==> config.mk <==
export PLATFORM = sky130hd
export DESIGN_NAME = reorder_buffer
export DESIGN_NICKNAME = d
export VERILOG_FILES = /design/src/rtl/reorder_buffer_pkg.sv /design/src/rtl/reorder_buffer_circ_ptr.sv /design/src/rtl/reorder_buffer.sv
export SDC_FILE = /design/constraint.sdc
export NUM_CORES = 1
export LEC_CHECK = 0
export ABC_AREA = 1
export BUFFER_PORTS_ARGS = -buffer_cell sky130_fd_sc_hd__buf_2
export CAP_MARGIN = 10
export CORE_MARGIN = 2
export CORE_UTILIZATION = 40
export CTS_CLUSTER_DIAMETER = 200
export CTS_CLUSTER_SIZE = 10
export DETAILED_ROUTE_END_ITERATION = 10
export GPL_TIMING_DRIVEN = 1
export PLACE_DENSITY = 0.67
export SLEW_MARGIN = 20
export SYNTH_ARGS = -nofsm -noshare
export SYNTH_HDL_FRONTEND = slang
export SYNTH_SLANG_ARGS = --single-unit
==> constraint.sdc <==
create_clock -name clk -period 3.8 [get_ports clk]
set_input_delay 0 -clock clk [delete_from_list [all_inputs] [get_ports clk]]
set_output_delay 0 -clock clk [all_outputs]
set_load 0.05 [all_outputs]
==> src/rtl/reorder_buffer_pkg.sv <==
// Shared types and default widths for the reorder buffer.
// Widths fall back to 5/6 when the core-wide width macros are not already defined.
`ifndef ARCH_REG_NUM_WIDTH
`define ARCH_REG_NUM_WIDTH 5
`endif
`ifndef PHYSICAL_REG_NUM_WIDTH
`define PHYSICAL_REG_NUM_WIDTH 6
`endif

package reorder_buffer_pkg;
  localparam int ROB_DEPTH_W_DEF = 4;
  localparam int ROB_ENTRIES     = 2**ROB_DEPTH_W_DEF;
  localparam int ARCH_W          = `ARCH_REG_NUM_WIDTH;
  localparam int PHY_W           = `PHYSICAL_REG_NUM_WIDTH;

  typedef logic [ROB_DEPTH_W_DEF-1:0] rob_tag_t;

  typedef struct packed {
    logic              valid;
    logic              done;
    logic              with_write;
    logic [ARCH_W-1:0] arch_rd;
    logic [PHY_W-1:0]  phy_rd;
    logic [PHY_W-1:0]  old_phy_rd;
  } rob_entry_t;
endpackage

==> src/rtl/reorder_buffer_circ_ptr.sv <==
// Wrapping pointer with increment enable and synchronous clear; used for ROB head and tail.
module rob_circ_ptr #(
  parameter int W = 4
) (
  input  logic         clk,
  input  logic         rst_n,
  input  logic         i_inc,
  input  logic         i_clr,
  output logic [W-1:0] o_ptr
);
  logic [W-1:0] r_ptr;

  always_ff @(posedge clk or negedge rst_n) begin
    if (!rst_n)     r_ptr <= '0;
    else if (i_clr) r_ptr <= '0;
    else if (i_inc) r_ptr <= r_ptr + W'(1);
  end

  assign o_ptr = r_ptr;
endmodule

==> src/rtl/reorder_buffer.sv <==
// Circular reorder buffer: in-order allocate, out-of-order complete, in-order commit.
// Define ROB_COMPLETE_BYPASS_EN to let a completion of the head entry commit on the same edge.
module reorder_buffer
  import reorder_buffer_pkg::*;
#(
  parameter int ROB_DEPTH_WIDTH        = ROB_DEPTH_W_DEF,
  parameter int ARCH_REG_NUM_WIDTH     = `ARCH_REG_NUM_WIDTH,
  parameter int PHYSICAL_REG_NUM_WIDTH = `PHYSICAL_REG_NUM_WIDTH
) (
  input  logic                              clk,
  input  logic                              reset,
  input  logic                              alloc_valid,
  input  logic                              alloc_with_write,
  input  logic [ARCH_REG_NUM_WIDTH-1:0]     alloc_arch_rd,
  input  logic [PHYSICAL_REG_NUM_WIDTH-1:0] alloc_phy_rd,
  input  logic [PHYSICAL_REG_NUM_WIDTH-1:0] alloc_old_phy_rd,
  output logic                              alloc_ready,
  output logic [ROB_DEPTH_WIDTH-1:0]        alloc_tag,
  input  logic                              complete_valid,
  input  logic [ROB_DEPTH_WIDTH-1:0]        complete_tag,
  input  logic                              flush,
  output logic                              commit_valid,
  output logic                              commit_with_write,
  output logic [PHYSICAL_REG_NUM_WIDTH-1:0] commited_wr_register,
  output logic [ARCH_REG_NUM_WIDTH-1:0]     commit_arch_rd,
  output logic [PHYSICAL_REG_NUM_WIDTH-1:0] commit_phy_rd,
  output logic                              rob_empty,
  output logic [ROB_DEPTH_WIDTH:0]          rob_count
);
  localparam int N = 2**ROB_DEPTH_WIDTH;
  localparam logic [ROB_DEPTH_WIDTH:0] FULL_CNT = (ROB_DEPTH_WIDTH+1)'(N);

  rob_entry_t                        r_entries [N];
  logic [ROB_DEPTH_WIDTH:0]          r_count;
  logic                              r_commit_valid;
  logic                              r_commit_with_write;
  logic [PHYSICAL_REG_NUM_WIDTH-1:0] r_commit_old_phy;
  logic [ARCH_REG_NUM_WIDTH-1:0]     r_commit_arch;
  logic [PHYSICAL_REG_NUM_WIDTH-1:0] r_commit_phy;

  logic [ROB_DEPTH_WIDTH-1:0] w_head;
  logic [ROB_DEPTH_WIDTH-1:0] w_tail;
  rob_entry_t                 w_head_entry;
  logic                       w_full;
  logic                       w_alloc;
  logic                       w_head_done;
  logic                       w_commit;

  rob_circ_ptr #(.W(ROB_DEPTH_WIDTH)) u_head_ptr (
    .clk   (clk),
    .rst_n (reset),
    .i_inc (w_commit),
    .i_clr (flush),
    .o_ptr (w_head)
  );

  rob_circ_ptr #(.W(ROB_DEPTH_WIDTH)) u_tail_ptr (
    .clk   (clk),
    .rst_n (reset),
    .i_inc (w_alloc),
    .i_clr (flush),
    .o_ptr (w_tail)
  );

  assign w_full       = (r_count == FULL_CNT);
  assign w_alloc      = alloc_valid && !w_full && !flush;
  assign w_head_entry = r_entries[w_head];

`ifdef ROB_COMPLETE_BYPASS_EN
  assign w_head_done = w_head_entry.done || (complete_valid && (complete_tag == w_head));
`else
  assign w_head_done = w_head_entry.done;
`endif

  assign w_commit = !flush && w_head_entry.valid && w_head_done;

  // Later assignments win: an allocation may reuse the slot a commit just freed.
  always_ff @(posedge clk or negedge reset) begin
    if (!reset) begin
      for (int i = 0; i < N; i++) r_entries[i] <= '0;
    end else if (flush) begin
      for (int i = 0; i < N; i++) r_entries[i].valid <= 1'b0;
    end else begin
      if (complete_valid && r_entries[complete_tag].valid)
        r_entries[complete_tag].done <= 1'b1;
      if (w_commit)
        r_entries[w_head].valid <= 1'b0;
      if (w_alloc)
        r_entries[w_tail] <= '{valid:      1'b1,
                               done:       1'b0,
                               with_write: alloc_with_write,
                               arch_rd:    alloc_arch_rd,
                               phy_rd:     alloc_phy_rd,
                               old_phy_rd: alloc_old_phy_rd};
    end
  end

  always_ff @(posedge clk or negedge reset) begin
    if (!reset) begin
      r_count <= '0;
    end else if (flush) begin
      r_count <= '0;
    end else begin
      case ({w_alloc, w_commit})
        2'b10:   r_count <= r_count + (ROB_DEPTH_WIDTH+1)'(1);
        2'b01:   r_count <= r_count - (ROB_DEPTH_WIDTH+1)'(1);
        default: r_count <= r_count;
      endcase
    end
  end

  always_ff @(posedge clk or negedge reset) begin
    if (!reset) begin
      r_commit_valid      <= 1'b0;
      r_commit_with_write <= 1'b0;
      r_commit_old_phy    <= '0;
      r_commit_arch       <= '0;
      r_commit_phy        <= '0;
    end else begin
      r_commit_valid <= w_commit;
      if (w_commit) begin
        r_commit_with_write <= w_head_entry.with_write;
        r_commit_old_phy    <= w_head_entry.old_phy_rd;
        r_commit_arch       <= w_head_entry.arch_rd;
        r_commit_phy        <= w_head_entry.phy_rd;
      end
    end
  end

  assign alloc_ready          = !w_full;
  assign alloc_tag            = w_tail;
  assign rob_empty            = (r_count == '0);
  assign rob_count            = r_count;
  assign commit_valid         = r_commit_valid;
  assign commit_with_write    = r_commit_with_write;
  assign commited_wr_register = r_commit_old_phy;
  assign commit_arch_rd       = r_commit_arch;
  assign commit_phy_rd        = r_commit_phy;
endmodule

==> Yosys cells after proc, flatten, opt, wreduce, memory -nomap -nowiden <==
Cells that the tools add are included.
{ "word_totals": {"latchBits": 0, "mem_bits_ro": 0, "n_memories": 0, "register_bits": 352, "out_inout_bits": 30, "mem_bits_rw": 0, "elab_cells": 176, "in_bits": 27} }
{ "op_classes": {"addsub": 4, "n_lt_le_gt_ge": 6, "reduce_logical": 14, "multipliers": 0, "bitwise": 3, "shifts": 0, "eq_ne": 3, "div_mod_pow": 0, "mux": 42} }
{ "ops": {"columns": ["op", "n"], "rows": [
  ["2-to-1 mux 320 bit", 5],
  ["bitwise mux 320 bit", 3],
  ["demux 20 bit (select 4 bit)", 3],
  ["binary-select mux 20 bit (select 4 bit)", 2],
  ["2-to-1 mux 20 bit", 6],
  ["2-to-1 mux 19 bit", 1],
  ["2-to-1 mux 1 bit", 16],
  ["2-to-1 mux 4 bit", 4],
  [">= comparator 5 bit, second input constant", 3],
  ["< comparator 5 x 1 -> 1 bit, second input constant", 3],
  ["inverter 4 -> 5 bit", 3],
  ["one-hot mux 5 bit (2 select lines)", 1],
  ["adder 4 x 1 -> 4 bit, second input constant", 2],
  ["logical AND 1 bit", 8],
  ["adder 5 x 1 -> 5 bit, second input constant", 1],
  ["equality test 5 bit, second input constant", 1],
  ["zero test 5 bit", 1],
  ["2-to-1 mux 5 bit", 1],
  ["subtractor 5 x 1 -> 5 bit, second input constant", 1],
  ["nonzero test 2 bit", 2],
  ["nonzero test 3 bit", 1],
  ["equality test 2 x 1 -> 1 bit, second input constant", 1],
  ["equality test 2 bit, second input constant", 1],
  ["zero test 1 bit", 2]
]} }

==> Logic depth before layout (Yosys ltp) <==
Gate-level depths: netlist of run 1.
{ "logic_depth": {"word_depth": 14, "mapped_depth": 21, "ltp_nobuf": 20} }

==> Hierarchy <==
From an unflattened synthesis of run 1, not the netlist that was laid out.
{ "hier_totals": {"hier_cells": 1716, "area_unflattened_um2": 15783.9} }
{ "by_module_without_submodules": {"columns": ["module", "cells_per_inst", "instances", "seq_area_each_um2", "area_each_um2"], "rows": [
  ["reorder_buffer", 1668, 1, 8608.3, 15381.0],
  ["rob_circ_ptr", 24, 2, 100.1, 201.4]
]} }

==> Worst setup path after synthesis of run 1 <==
Ideal clock, no wire load.
{ "synth_timing": {"kind": "flip-flop to flip-flop", "start": "reg r_count[0] (netlist: rob_count[0])", "end": "reg r_count[2] (netlist: rob_count[2])", "arrival_ns": 2.420, "setup_time_ns": 0.127, "n_path_buf": 0, "stages_incl_launch_ff": 15, "required_ns": 3.673, "setup_slack_ns": 1.253, "synth_period_minus_slack_ns": 2.547, "cell_sequence": "dfrtp_1 nor2_1 nand4_2 nand2_2 inv_2 nand2_2 nand3_4 nor2_1 inv_1 nand2_1 inv_1 ha_1 nor2_1 xnor2_1 o22ai_1"} }
{ "synth_via": {"elab_chain_cells": 7, "elab_cells_between_ends": 11, "cone_classes": "2 x add/sub; 3 x eq/ne; 2 x mux; 4 x reduce/logical"} }
{ "synth_lines": {"columns": ["element", "line_no", "source"], "rows": [
  ["from (decl)", "reorder_buffer.sv:34", "logic [ROB_DEPTH_WIDTH:0] r_count;"],
  ["from (signal assigned)", "reorder_buffer.sv:105", "2'b10: r_count <= r_count + (ROB_DEPTH_WIDTH+1)'(1);"],
  ["from (signal assigned)", "reorder_buffer.sv:106", "2'b01: r_count <= r_count - (ROB_DEPTH_WIDTH+1)'(1);"],
  ["from (signal assigned)", "reorder_buffer.sv:107", "default: r_count <= r_count;"],
  ["equality test 5 bit (*)", "reorder_buffer.sv:65", "assign w_full = (r_count == FULL_CNT);"],
  ["zero test 1 bit (*)", null, null],
  ["named net alloc_ready", "reorder_buffer.sv:17", "output logic alloc_ready,"],
  ["logical AND 1 bit (*) (2 in a row)", "reorder_buffer.sv:66", "assign w_alloc = alloc_valid && !w_full && !flush;"],
  ["equality test 2 x 1 -> 1 bit / equality test 2 bit (equally long branches)", "reorder_buffer.sv:104", "case ({w_alloc, w_commit})"],
  ["one-hot mux 5 bit (2 select lines)", "reorder_buffer.sv:104", null],
  ["2-to-1 mux 5 bit", "reorder_buffer.sv:101", "end else if (flush) begin"]
]} }
The timed path passes the listed nets; every way through them passes the cells marked *.
A chain may end at the register's enable or synchronous reset.

==> Final worst setup path of run 1 <==
{ "layout_timing": {"start": "reg u_head_ptr.r_ptr[0] (netlist: u_head_ptr.o_ptr[0])", "end": "reg r_count[2] (netlist: rob_count[2])"} }
{ "layout_via": {"elab_chain_cells": 9, "elab_cells_between_ends": 11, "cone_classes": "2 x eq/ne; 5 x mux; 1 x bitwise; 3 x reduce/logical"} }
{ "layout_lines": {"columns": ["element", "line_no", "source"], "rows": [
  ["from (decl)", "reorder_buffer_circ_ptr.sv:11", "logic [W-1:0] r_ptr;"],
  ["from (signal assigned)", "reorder_buffer_circ_ptr.sv:16", "else if (i_inc) r_ptr <= r_ptr + W'(1);"],
  ["inverter 4 -> 5 bit (implied by the code) (*)", "reorder_buffer.sv:67", "assign w_head_entry = r_entries[w_head];"],
  ["binary-select mux 20 bit (select 4 bit) (*)", "reorder_buffer.sv:67", null],
  ["2-to-1 mux 20 bit (implied by the code) (*) (2 in a row)", "reorder_buffer.sv:67", null],
  ["logical AND 1 bit", "reorder_buffer.sv:75", "assign w_commit = !flush && w_head_entry.valid && w_head_done;"],
  ["logical AND 1 bit (*)", "reorder_buffer.sv:75", null],
  ["equality test 2 x 1 -> 1 bit / equality test 2 bit (equally long branches)", "reorder_buffer.sv:104", null],
  ["one-hot mux 5 bit (2 select lines)", "reorder_buffer.sv:104", null],
  ["2-to-1 mux 5 bit", "reorder_buffer.sv:101", null]
]} }
Every way passes the cells marked *; elsewhere a longest branch is shown, timed or not. The select of a mux whose other input is x is not followed.

==> summary.md, run 1 <==
| Metric | Value |
|---|---|
| Hold Path Class | `in -> reg` |
| Die area | `0.0416 mm2` |
| Comb power frac | `10.4%` |
| DPL Wire Length | `25600 um` |
| Largest net degree at the start of global routing | `125` |
| Syn Inst Count | `1880` |
| DRC marker count from the first detailed-route iteration | `1403` |
| Synth Register Bits | `352` |
| Placed insts | `2345` |
| Maximum VDD drop | `0.330 mV` |
| Final net count | `1922` |
| Most used cell, CP | `nand2_1` |
| Yosys warnings | `0` |
| Clk sink count | `352` |
| Layout cell share with drive strength beyond 1 | `8.26%` |
| Crit-path slowest cell | `dfrtp_4` |
| Row cnt | `between 70 and 80` |
| Most common library cells after synthesis | `433 x o21ai_0, 395 x nand2_1, 352 x dfrtp_1, 194 x nor2_1, 85 x clkbuf_1` |
| Post-synthesis cell area | `0.0160 mm2` |
| Slowest stage delay, CP | `around 0.84 ns` |
| Root Buffer | `clkbuf_16` |
| Vias | `13300` |
| Clk_lat worst skew | `0.56 ns` |
| Pint | `6330 uW` |
| CP max FO | `53` |
| GR Util All Layers | `22.0%` |
| Total Wirelength | `around 45000 um` |
| Worst-Margin Slew | `1.07 ns` |
| Yosys cell types | `37` |
| Max-cap violation count | `0` |
| Syn_nets | `1917` |
| Final setup TNS | `0 ns` |
| Bufs and invs on worst path | `4` |
| RSZ-0062 raised after global routing | `false` |
| Worst setup margin | `0.694 ns` |
| Max clock buf depth | `3` |
| Post-DP Area | `between 0.015 and 0.02 mm2` |
| Die X | `204 um` |
| CP Cell Sequence | `clkinv_4 -> nand2_1 -> nand3_1 -> nand2_1 -> nand2_1 -> nand2_1 -> inv_1 -> nand2_2 -> nand3_4 -> nor2_1 -> inv_1 -> nand2_1 -> inv_1 -> ha_1 -> nor2_1 -> xnor2_1 -> o22ai_1` |
| Synth top area cells | `dfrtp_1 55%, o21ai_0 14%, nand2_1 9.3%, nor2_1 4.6%, o22ai_1 3.2%` |
| Global route overflow | `0` |
| Failing checks | `negative hold slack` |
| Nature of the critical path startpoint | `flip-flop` |
| WP data required | `4.22 ns` |
| Hold Violations, Final | `8` |
| Final cycle utilization of the critical path | `81.7%` |
| First-pass GRT wire length | `72300 um` |
| WHS | `-0.00799 ns` |
| # setup viols final | `0` |
| Crit end category | `flip-flop` |
| P_leak | `0.00839 uW` |
| Status | `complete, but fails checks` |
| Seq/Total Area, Yosys | `a little under three fifths` |
| CP Class | `reg -> reg` |
| H-tree levels | `2` |
| Top cell type's share of synthesized area | `approximately 55%` |
| Starting Density | `between 40% and 50%` |
| Clock slew at reported path FFs | `0.06 ns` |
| Power Density | `481 mW/mm2` |
| Worst Skew | `approximately 0.021 ns` |
| Final Max Tran Viols | `0` |
| Fillers | `between 3000 and 4000` |
| Final ANT Viol Nets | `0` |
| CTS tree | `done` |
| Drt pass-1 iters | `7` |
| Layout overhead on the synthesized area | `11.8%` |
| Post-synth top flop | `dfrtp_1` |
| Total CTS buffers | `41` |
| Finished Layout Cells | `2414` |
| EDFF count, synth | `0` |
| Avg Cell Area, Syn | `8.50 um2` |
| Sw frac | `26.3%` |
| Routed vias/inst | `5.53` |
| DIE HEIGHT | `204 um` |
| Post-place setup slack | `0.771 ns` |
| IO Pins | `57` |
| Antenna violations before repair | `0` |
| Top delay family on crit path | `simple AND/OR/NAND/NOR gates` |
| Residual DRC | `0` |
| N_diodes | `0` |
| WP data arrival | `3.53 ns` |
| GPL Wtd Cong | `0.912` |
| Fin area | `~0.018 mm2` |
| Sequential fraction of design power | `49.4%` |
| Fin crit period | `3.11 ns` |
| Max Clock Freq | `322 MHz` |
| Vias in the first global route | `12900` |
| Core Box Area | `0.0395 mm2` |
| Slew headroom | `28.3%` |
| WL/cell | `about 19 um` |
| Yosys top cell by area | `dfrtp_1` |
| Clock power share | `around 40%` |
| Psw | `between 2000 and 2500 uW` |
| Fraction of registers with async set or reset after synthesis | `100%` |
| PortBufs | `56` |
| Most common cell in the synthesized netlist | `o21ai_0` |
## per-stage QoR
| stage | hold WS [ns] | total power [uW] | utilization [%] |
|---|---|---|---|
| 2_1_floorplan | -0.296 | 4860 | - |
| 3_3_place_gp | 0.196 | 5150 | 41.8 |
| 3_5_place_dp | 0.206 | 5180 | 41.8 |
| 4_1_cts | 0.00603 | 8650 | 45.2 |
| 5_1_grt | 0.0351 | 8960 | 45.2 |
| 6_report | -0.00799 | 8590 | 45.2 |
## what timing repair did
action,in CTS,in global routing
hold buffers,22,0
hold endpoints to repair,305,0
resized for setup,0,0
buffers inserted,0,0
## per-layer routing
metal  global-route usage [%]  up-vias  wire length, um
met3                     2.79       87             2760
met4                     8.32        0             1590
met1                     31.2     6430            20200
met5                        0        -                0
met2                     34.6      509            20400
li1                         -     6321                -
## kinds of logic after synthesis
family | count (synthesis) | synth area share (%)
AOI/OAI and AO/OA | 639 | 21.6
adders and majority gates | 10 | 0.783
DFF | 352 | 55.1
and+or+nand+nor | 647 | 16.0
xor gates and xnor gates | 1 | 0.0548
buffers and inverters | 231 | 6.36
## power by group through the flow
stage | logic (uW) | registers (uW) | clock network (uW)
floorplan | 467 | 4390 | 0
global placement | 861 | 4290 | 0
detailed placement | 885 | 4300 | 0
CTS | 904 | 4240 | 3510
global route | 1010 | 4280 | 3670
finish | 894 | 4240 | 3450
## final cells by class
cell class | instances | area (um2) | share of cell area (%)
clock buffers | 44 | 1060 | 5.93
clock inverters | 3 | 45.0 | 0.252
inverters | 84 | 320 | 1.79
multi-input cells | 1297 | 6160 | 34.5
flip-flops and latches | 352 | 8810 | 49.3
well taps | 525 | 657 | 3.68
repair buffers | 109 | 806 | 4.51
## placed cells by master, fill, tap and decap left out, types with 2 or more instances in the layout
master,netlist,routed
o21ai_0,433,433
nand2_1,395,395
dfrtp_1,352,350
nor2_1,194,191
o22ai_1,82,82
inv_1,78,78
buf_2,44,55
clkbuf_16,0,42
a21oi_1,41,41
nand3_1,26,26
buf_4,5,26
a31oi_1,22,22
dlygate4sd3_1,0,22
o21ai_1,19,19
a22o_1,18,18
o31ai_1,12,12
ha_1,10,10
nand2_2,8,8
nor3_1,7,7
nand4_1,7,7
inv_2,5,5
buf_12,0,5
a21boi_0,4,4
nor4_1,4,4
o21a_1,4,4
nor2_2,0,3
o211ai_1,2,2
clkbuf_1,85,2
## path summary, 6_finish.rpt
check	from	to	slack [ns]	cells after the start
worst max register to register	u_head_ptr.o_ptr[0]$_DFFE_PN0P_	rob_count[2]$_DFFE_PN0P_	0.69	17
worst min-delay path	alloc_phy_rd[2]	r_entries[128]$_DFFE_PN0P_	-0.008	3
min in group asynchronous	reset	r_entries[219]$_DFF_PN0_	0.17	2
worst min register to register	r_entries[216]$_DFFE_PN0P_	r_entries[216]$_DFFE_PN0P_	0.48	2
worst max-delay path	u_head_ptr.o_ptr[0]$_DFFE_PN0P_	rob_count[2]$_DFFE_PN0P_	0.69	17
max in group asynchronous	reset	r_entries[172]$_DFFE_PN0P_	2.42	3
## flip-flops by register name, summed over array words and instances (netlist names)
register              cells
rob_count                 5
commit_phy_rd             6
r_entries               320
commit_arch_rd            5
commit_with_write         1
commited_wr_register      6
u_head_ptr.o_ptr          4
commit_valid              1
u_tail_ptr.o_ptr          4
## tightest hold or removal path, cell delays in order
cell and delay, ns:
buf_2 0.09, inv_1 0.19, o21ai_0 0.22
Power figures use the tool's default switching activity.
==> inputs of run 2 (changes only) <==
==> constraint.sdc (replaced) <==
create_clock -name clk -period 2.87 [get_ports clk]
set_input_delay 0 -clock clk [delete_from_list [all_inputs] [get_ports clk]]
set_output_delay 0 -clock clk [all_outputs]
set_load 0.05 [all_outputs]
==> run 2 against run 1 <==
Compared with the run above:
- the flow still finishes with violations (negative hold slack)
- highest routed layer unchanged
- final cell count barely moved
- worst setup slack worse by 0.29 ns
- non-clock buffer count is 3 higher
- die area unchanged
- sequential share of layout area down 0.12 points
- count of clock-buffer cells in the layout fell by 1
- fmax increased by 26%
==> summary.md, run 2 (synthesis gave the netlist of run 1 again) <==
| Metric | Value |
|---|---|
| Status | `complete, but fails checks` |
| Failing checks | `negative hold slack` |
| Max-cap violation count | `0` |
| Die area | `0.0416 mm2` |
| Met3 WL | `3000 um` |
| N_diodes | `0` |
| Root Buffer | `clkbuf_16` |
| Final Max Tran Viols | `0` |
| RSZ-0062 raised after global routing | `false` |
| Core Box Area | `about 0.04 mm2` |
| Nature of the critical path startpoint | `flip-flop` |
| Maximum VDD drop | `0.452 mV` |
| PortBufs | `56` |
| IO Pins | `57` |
| Fillers | `3826` |
| Hold_buf cts | `22` |
| Largest register FFs | `320` |
| Post-place setup slack | `0.417 ns` |
| Count of cells along the worst hold path | `3` |
| Worst setup margin | `roughly 0.4 ns` |
| Max clock buf depth | `3` |
| Total Wirelength | `roughly 44000 um` |
| Most frequent cells in the layout | `433 x o21ai_0, 395 x nand2_1, 350 x dfrtp_1` |
| Power Density | `around 630 mW/mm2` |
| Row cnt | `73` |
| Clock slew at reported path FFs | `0.06 ns` |
| Vias | `approximately 13000` |
| Sw frac | `26.2%` |
| Clock power share | `40.1%` |
| Drt pass-1 iters | `6` |
| Worst Hold End | `r_entries[107]$_DFFE_PN0P_` |
| WHS | `-0.00832 ns` |
| Crit-path slowest cell | `dfrtp_2` |
| Largest reg by FF count | `r_entries` |
| Psw | `a little under 3000 uW` |
| Most used cell, CP | `nand2_1` |
| M1 WL | `19500 um` |
| First-pass GRT wire length | `71800 um` |
| Min-delay src | `alloc_phy_rd[1]` |
| # setup viols final | `0` |
| Antenna violations before repair | `0` |
| Final setup TNS | `0 ns` |
| DIE HEIGHT | `204 um` |
| Slowest stage delay, CP | `between 0.4 and 0.5 ns` |
| Met2 WL | `roughly 20000 um` |
| Resized cells post-CTS | `0` |
| R2r startpoint | `u_head_ptr.o_ptr[1]$_DFFE_PN0P_` |
| Overall Power | `11300 uW` |
| Post-CTS Setup Bufs | `0` |
| DPL Wire Length | `25100 um` |
| Pint | `roughly 8400 uW` |
| Bufs and invs on worst path | `4` |
| Layout overhead on the synthesized area | `12.1%` |
| CP max FO | `20` |
| H-tree levels | `2` |
| DRC marker count from the first detailed-route iteration | `1408` |
| Flop-to-flop setup slack | `0.40 ns` |
| Fin crit period | `2.47 ns` |
| WP data arrival | `2.90 ns` |
| WL/cell | `18.3 um` |
| Layout cell share with drive strength beyond 1 | `8.41%` |
| FF-to-FF path depth | `17` |
| Highest Signal Layer | `met4` |
| Top delay family on crit path | `simple AND/OR/NAND/NOR gates` |
| CTS tree | `done` |
| Crit end category | `flip-flop` |
| Final ANT Viol Nets | `0` |
| Starting Density | `40.4%` |
| Hold Violations, Final | `1` |
| GR Util All Layers | `21.7%` |
| Final net count | `1925` |
| Worst Skew | `about 0.022 ns` |
| R2R Path End | `rob_count[4]$_DFFE_PN0P_` |
| Hold Path Class | `in -> reg` |
| Die X | `204 um` |
| Routed vias/inst | `roughly 5.6` |
| Comb power frac | `about a tenth` |
| Largest net degree at the start of global routing | `149` |
| Worst-Margin Slew | `0.919 ns` |
| Commonest non-fill, non-tap cell in the layout | `o21ai_0` |
| Total CTS buffers | `41` |
| Global route overflow | `0` |
| Sequential fraction of design power | `about half` |
| Vias in the first global route | `13200` |
| WP data required | `about 3.3 ns` |
| Final cycle utilization of the critical path | `a little under nine tenths` |
| GPL Wtd Cong | `0.859` |
| Residual DRC | `0` |
| CP Cell Sequence | `inv_2 -> buf_4 -> nand3_1 -> nand2_1 -> nand2_1 -> nand2_1 -> nor2_4 -> nand3_4 -> inv_1 -> ha_1 -> inv_1 -> nor2_1 -> nor2_1 -> o21ai_1 -> nand2_1 -> nand3_1 -> nand2_1` |
| Max Clock Freq | `405 MHz` |
| Slew headroom | `38.7%` |
| P_leak | `0.00841 uW` |
| Clk sink count | `352` |
| CP Class | `reg -> reg` |
| Clk_lat worst skew | `around 0.55 ns` |
## run 2: worst max-delay path by stage
stage / start / cells after the start / to
floorplan: rob_count[0]$_DFFE_PN0P_ / 14 / rob_count[2]$_DFFE_PN0P_
global placement: u_head_ptr.o_ptr[1]$_DFFE_PN0P_ / 16 / rob_count[2]$_DFFE_PN0P_
detailed placement: u_head_ptr.o_ptr[1]$_DFFE_PN0P_ / 17 / rob_count[4]$_DFFE_PN0P_
CTS: u_head_ptr.o_ptr[1]$_DFFE_PN0P_ / 17 / rob_count[4]$_DFFE_PN0P_
global route: u_head_ptr.o_ptr[1]$_DFFE_PN0P_ / 16 / rob_count[2]$_DFFE_PN0P_
finish: u_head_ptr.o_ptr[1]$_DFFE_PN0P_ / 17 / rob_count[4]$_DFFE_PN0P_
## run 2: layout make-up
cell class / count / area (um2) / share of cell area, %
flip-flops and latches: 352 / 8810 / 49.2
multi-input cells: 1297 / 6160 / 34.4
clock buffers: 43 / 1050 / 5.89
repair buffers: 112 / 853 / 4.77
well taps: 525 / 657 / 3.67
inverters: 84 / 320 / 1.79
clock inverters: 3 / 45.0 / 0.252
## run 2: metrics by stage
step / hold slack [ns] / cells / util (%) / cell area (um2)
after global routing: 0.0404 / 2416 / 45.3 / 17900
after CTS: 0.000678 / 2416 / 45.3 / 17900
final: -0.00832 / 2416 / 45.3 / 17900
after floorplan: -0.296 / 1880 / - / 16000
after global placement: 0.0121 / 2348 / 41.9 / 16600
after detailed placement: 0.0254 / 2348 / 41.9 / 16600
## run 2: worst register-to-register path, stage by stage (launching register included)
cell and delay (ns):
dfrtp_2 0.48, inv_2 0.19, buf_4 0.29, nand3_1 0.12
nand2_1 0.08, nand2_1 0.04, nand2_1 0.10, nor2_4 0.08
nand3_4 0.09, inv_1 0.06, ha_1 0.33, inv_1 0.08
nor2_1 0.12, nor2_1 0.07, o21ai_1 0.07, nand2_1 0.07
nand3_1 0.06, nand2_1 0.05
## run 2: power by group through the flow
stage | sequential (uW) | combinational (uW) | clock [uW]
final | 5620 | 1180 | 4550
after global routing | 5660 | 1350 | 4840
after CTS | 5610 | 1200 | 4620
after detailed placement | 5700 | 1180 | 0
after global placement | 5680 | 1150 | 0
after floorplan | 5820 | 618 | 0
## run 2: layer usage
| metal | track usage [%] | vias to the layer above |
|---|---|---|
| met5 | 0 | - |
| met4 | 8.68 | 0 |
| met3 | 3.19 | 115 |
| met2 | 34.4 | 538 |
| met1 | 30.0 | 6501 |
| li1 | - | 6307 |
==> inputs of run 3 (changes only) <==
--- a/config.mk
+++ b/config.mk
@@ -8,7 +8,6 @@
 export ABC_AREA = 1
 export BUFFER_PORTS_ARGS = -buffer_cell sky130_fd_sc_hd__buf_2
 export CAP_MARGIN = 10
-export CORE_MARGIN = 2
 export CORE_UTILIZATION = 40
 export CTS_CLUSTER_DIAMETER = 200
 export CTS_CLUSTER_SIZE = 10
==> run 3 against run 2 <==
Compared with the run above:
- the flow still finishes with violations (negative hold slack)
- final cell count unchanged
- power is 0.13% higher
- clock power hardly changed
- register-to-register slack hardly changed
- flip-flop and latch count did not move
- cell area up 0.57%
- combinational power hardly changed
- count of clock-buffer cells in the layout is 1 higher
- die area down 2.0%
- hold slack improved by 0.0038 ns
- critical path type unchanged
- largest power group unchanged
- highest routed layer unchanged
==> summary.md, run 3 (synthesis gave the netlist of run 1 again) <==
| Metric | Value |
|---|---|
| Status | `complete, but fails checks` |
| Failing checks | `negative hold slack` |
| Count of cells along the worst hold path | `3` |
| CTS tree | `done` |
| Nature of the critical path startpoint | `flip-flop` |
| Final net count | `just under 2000` |
| Final cycle utilization of the critical path | `86.1%` |
| Layout overhead on the synthesized area | `12.7%` |
| Post-CTS Setup Bufs | `0` |
| Max clock buf depth | `3` |
| CP Class | `reg -> reg` |
| WHS | `-0.00455 ns` |
| Worst Hold End | `r_entries[294]$_DFFE_PN0P_` |
| First-pass GRT wire length | `72700 um` |
| Comb power frac | `10.5%` |
| Post-place setup slack | `0.440 ns` |
| Largest net degree at the start of global routing | `149` |
| Worst-Margin Slew | `0.954 ns` |
| Finished Layout Cells | `2416` |
| WP data required | `3.29 ns` |
| H-tree levels | `2` |
| Max Clock Freq | `405 MHz` |
| Commonest non-fill, non-tap cell in the layout | `o21ai_0` |
| Layout cell share with drive strength beyond 1 | `8.69%` |
| Largest register FFs | `between 300 and 400` |
| Row cnt | `slightly above 70` |
| Slowest stage delay, CP | `roughly 0.58 ns` |
| Sequential fraction of design power | `49.4%` |
| IO Pins | `57` |
| Worst setup margin | `between 0.3 and 0.4 ns` |
| FF-to-FF path depth | `17` |
| Power Density | `631 mW/mm2` |
| Clock power share | `around two fifths` |
| Final Max Tran Viols | `0` |
| Die area | `0.0407 mm2` |
| Psw | `2980 uW` |
| Slew headroom | `36.4%` |
| DIE HEIGHT | `between 200 and 250 um` |
| Global route overflow | `0` |
| Most used cell, CP | `nand2_1` |
| Most frequent cells in the layout | `433 x o21ai_0, 395 x nand2_1, 350 x dfrtp_1` |
| Root Buffer | `clkbuf_16` |
| Largest reg by FF count | `r_entries` |
| Vias in the first global route | `13200` |
| Total Wirelength | `~45000 um` |
| CP Cell Sequence | `clkinv_4 -> nand2_1 -> nand3_1 -> nand2_1 -> nand2_1 -> nand2_1 -> inv_1 -> nand2_2 -> nand3_4 -> nor2_1 -> inv_1 -> nand2_1 -> inv_1 -> ha_1 -> nor2_1 -> xnor2_1 -> o22ai_1` |
| Setup crit start | `u_head_ptr.o_ptr[0]$_DFFE_PN0P_` |
| Residual DRC | `0` |
| WL/cell | `18.5 um` |
| # setup viols final | `0` |
| Hold Path Class | `in -> reg` |
| Starting Density | `41.0%` |
| Maximum VDD drop | `about 0.45 mV` |
| Resized cells post-CTS | `0` |
| GPL Wtd Cong | `0.845` |
| DRC marker count from the first detailed-route iteration | `1434` |
| WP data arrival | `2.89 ns` |
| P_leak | `0.00847 uW` |
| Clock slew at reported path FFs | `0.06 ns` |
| Post-DP Area | `about 0.017 mm2` |
| CP max FO | `20` |
| Hold_buf cts | `22` |
| Clk sink count | `between 300 and 400` |
| Crit end category | `flip-flop` |
| Antenna violations before repair | `0` |
| Flop-to-flop setup slack | `0.40 ns` |
| Routed vias/inst | `5.56` |
| Hold Violations, Final | `1` |
| Total CTS buffers | `41` |
| Core Box Area | `0.0390 mm2` |
| Final setup TNS | `0 ns` |
| DPL Wire Length | `25700 um` |
| PortBufs | `56` |
| Fillers | `3736` |
| R2R Path End | `rob_count[2]$_DFFE_PN0P_` |
| Worst Skew | `0.0142 ns` |
| Sw frac | `26.2%` |
| Vias | `13400` |
| Fin area | `around 0.018 mm2` |
| Pint | `8380 uW` |
| Clk_lat worst skew | `0.55 ns` |
| Final ANT Viol Nets | `0` |
| Die X | `202 um` |
| Fin crit period | `2.47 ns` |
| Max-cap violation count | `0` |
| RSZ-0062 raised after global routing | `false` |
| Drt pass-1 iters | `5` |
| Min-delay src | `alloc_arch_rd[2]` |
| Placed insts | `2347` |
| R2r startpoint | `u_head_ptr.o_ptr[0]$_DFFE_PN0P_` |
| Crit-path slowest cell | `dfrtp_4` |
| N_diodes | `0` |
| GR Util All Layers | `around 22%` |
-- run 3: area by class of cell --
class	instances	area, um2	area share, %
Inverter	84	320	1.78
Timing Repair Buffer	118	961	5.34
Clock buffer	44	1060	5.88
Clock inverter	3	45.0	0.250
Multi-Input combinational cell	1297	6160	34.2
Tap cell	518	648	3.60
Sequential cell	352	8810	48.9
-- run 3: routing by layer --
layer	wire length, um	vias up	share of wire (%)	global-route usage (%)
li1	-	6339	-	-
met1	20100	6553	45	31.0
met2	20700	463	46	36.1
met3	2560	90	5.7	2.98
met4	1320	0	2.9	7.82
met5	0	-	0	0
-- run 3: stage by stage --
stage / utilization [%] / power [uW]
floorplan: - / 6440
global placement: 42.8 / 6840
detailed placement: 42.8 / 6880
CTS: 46.2 / 11500
global route: 46.2 / 11800
finish: 46.2 / 11400
-- run 3: worst max path at each step --
stage / cells after the start / to
after global placement: 17 / rob_count[2]$_DFFE_PN0P_
final: 17 / rob_count[2]$_DFFE_PN0P_
after detailed placement: 17 / rob_count[2]$_DFFE_PN0P_
after CTS: 17 / rob_count[2]$_DFFE_PN0P_
after floorplan: 14 / rob_count[2]$_DFFE_PN0P_
after global routing: 19 / rob_count[4]$_DFFE_PN0P_
-- run 3: worst max-delay path: cells and delay by family, from the launching register on --
kind                       cells  cell delay [ns]
AOI/OAI and AO/OA              1             0.08
buffers and inverters          4             0.35
DFF                            1             0.58
and+or+nand+nor               10             1.01
adders and majority gates      1             0.19
xor gates and xnor gates       1             0.14
-- run 3: power groups by stage --
stage          logic, uW  clock network [uW]  registers, uW
6_report            1200                4550           5610
5_1_grt             1360                4820           5660
4_1_cts             1210                4650           5610
3_5_place_dp        1190                   0           5690
3_3_place_gp        1160                   0           5680
2_1_floorplan        618                   0           5820
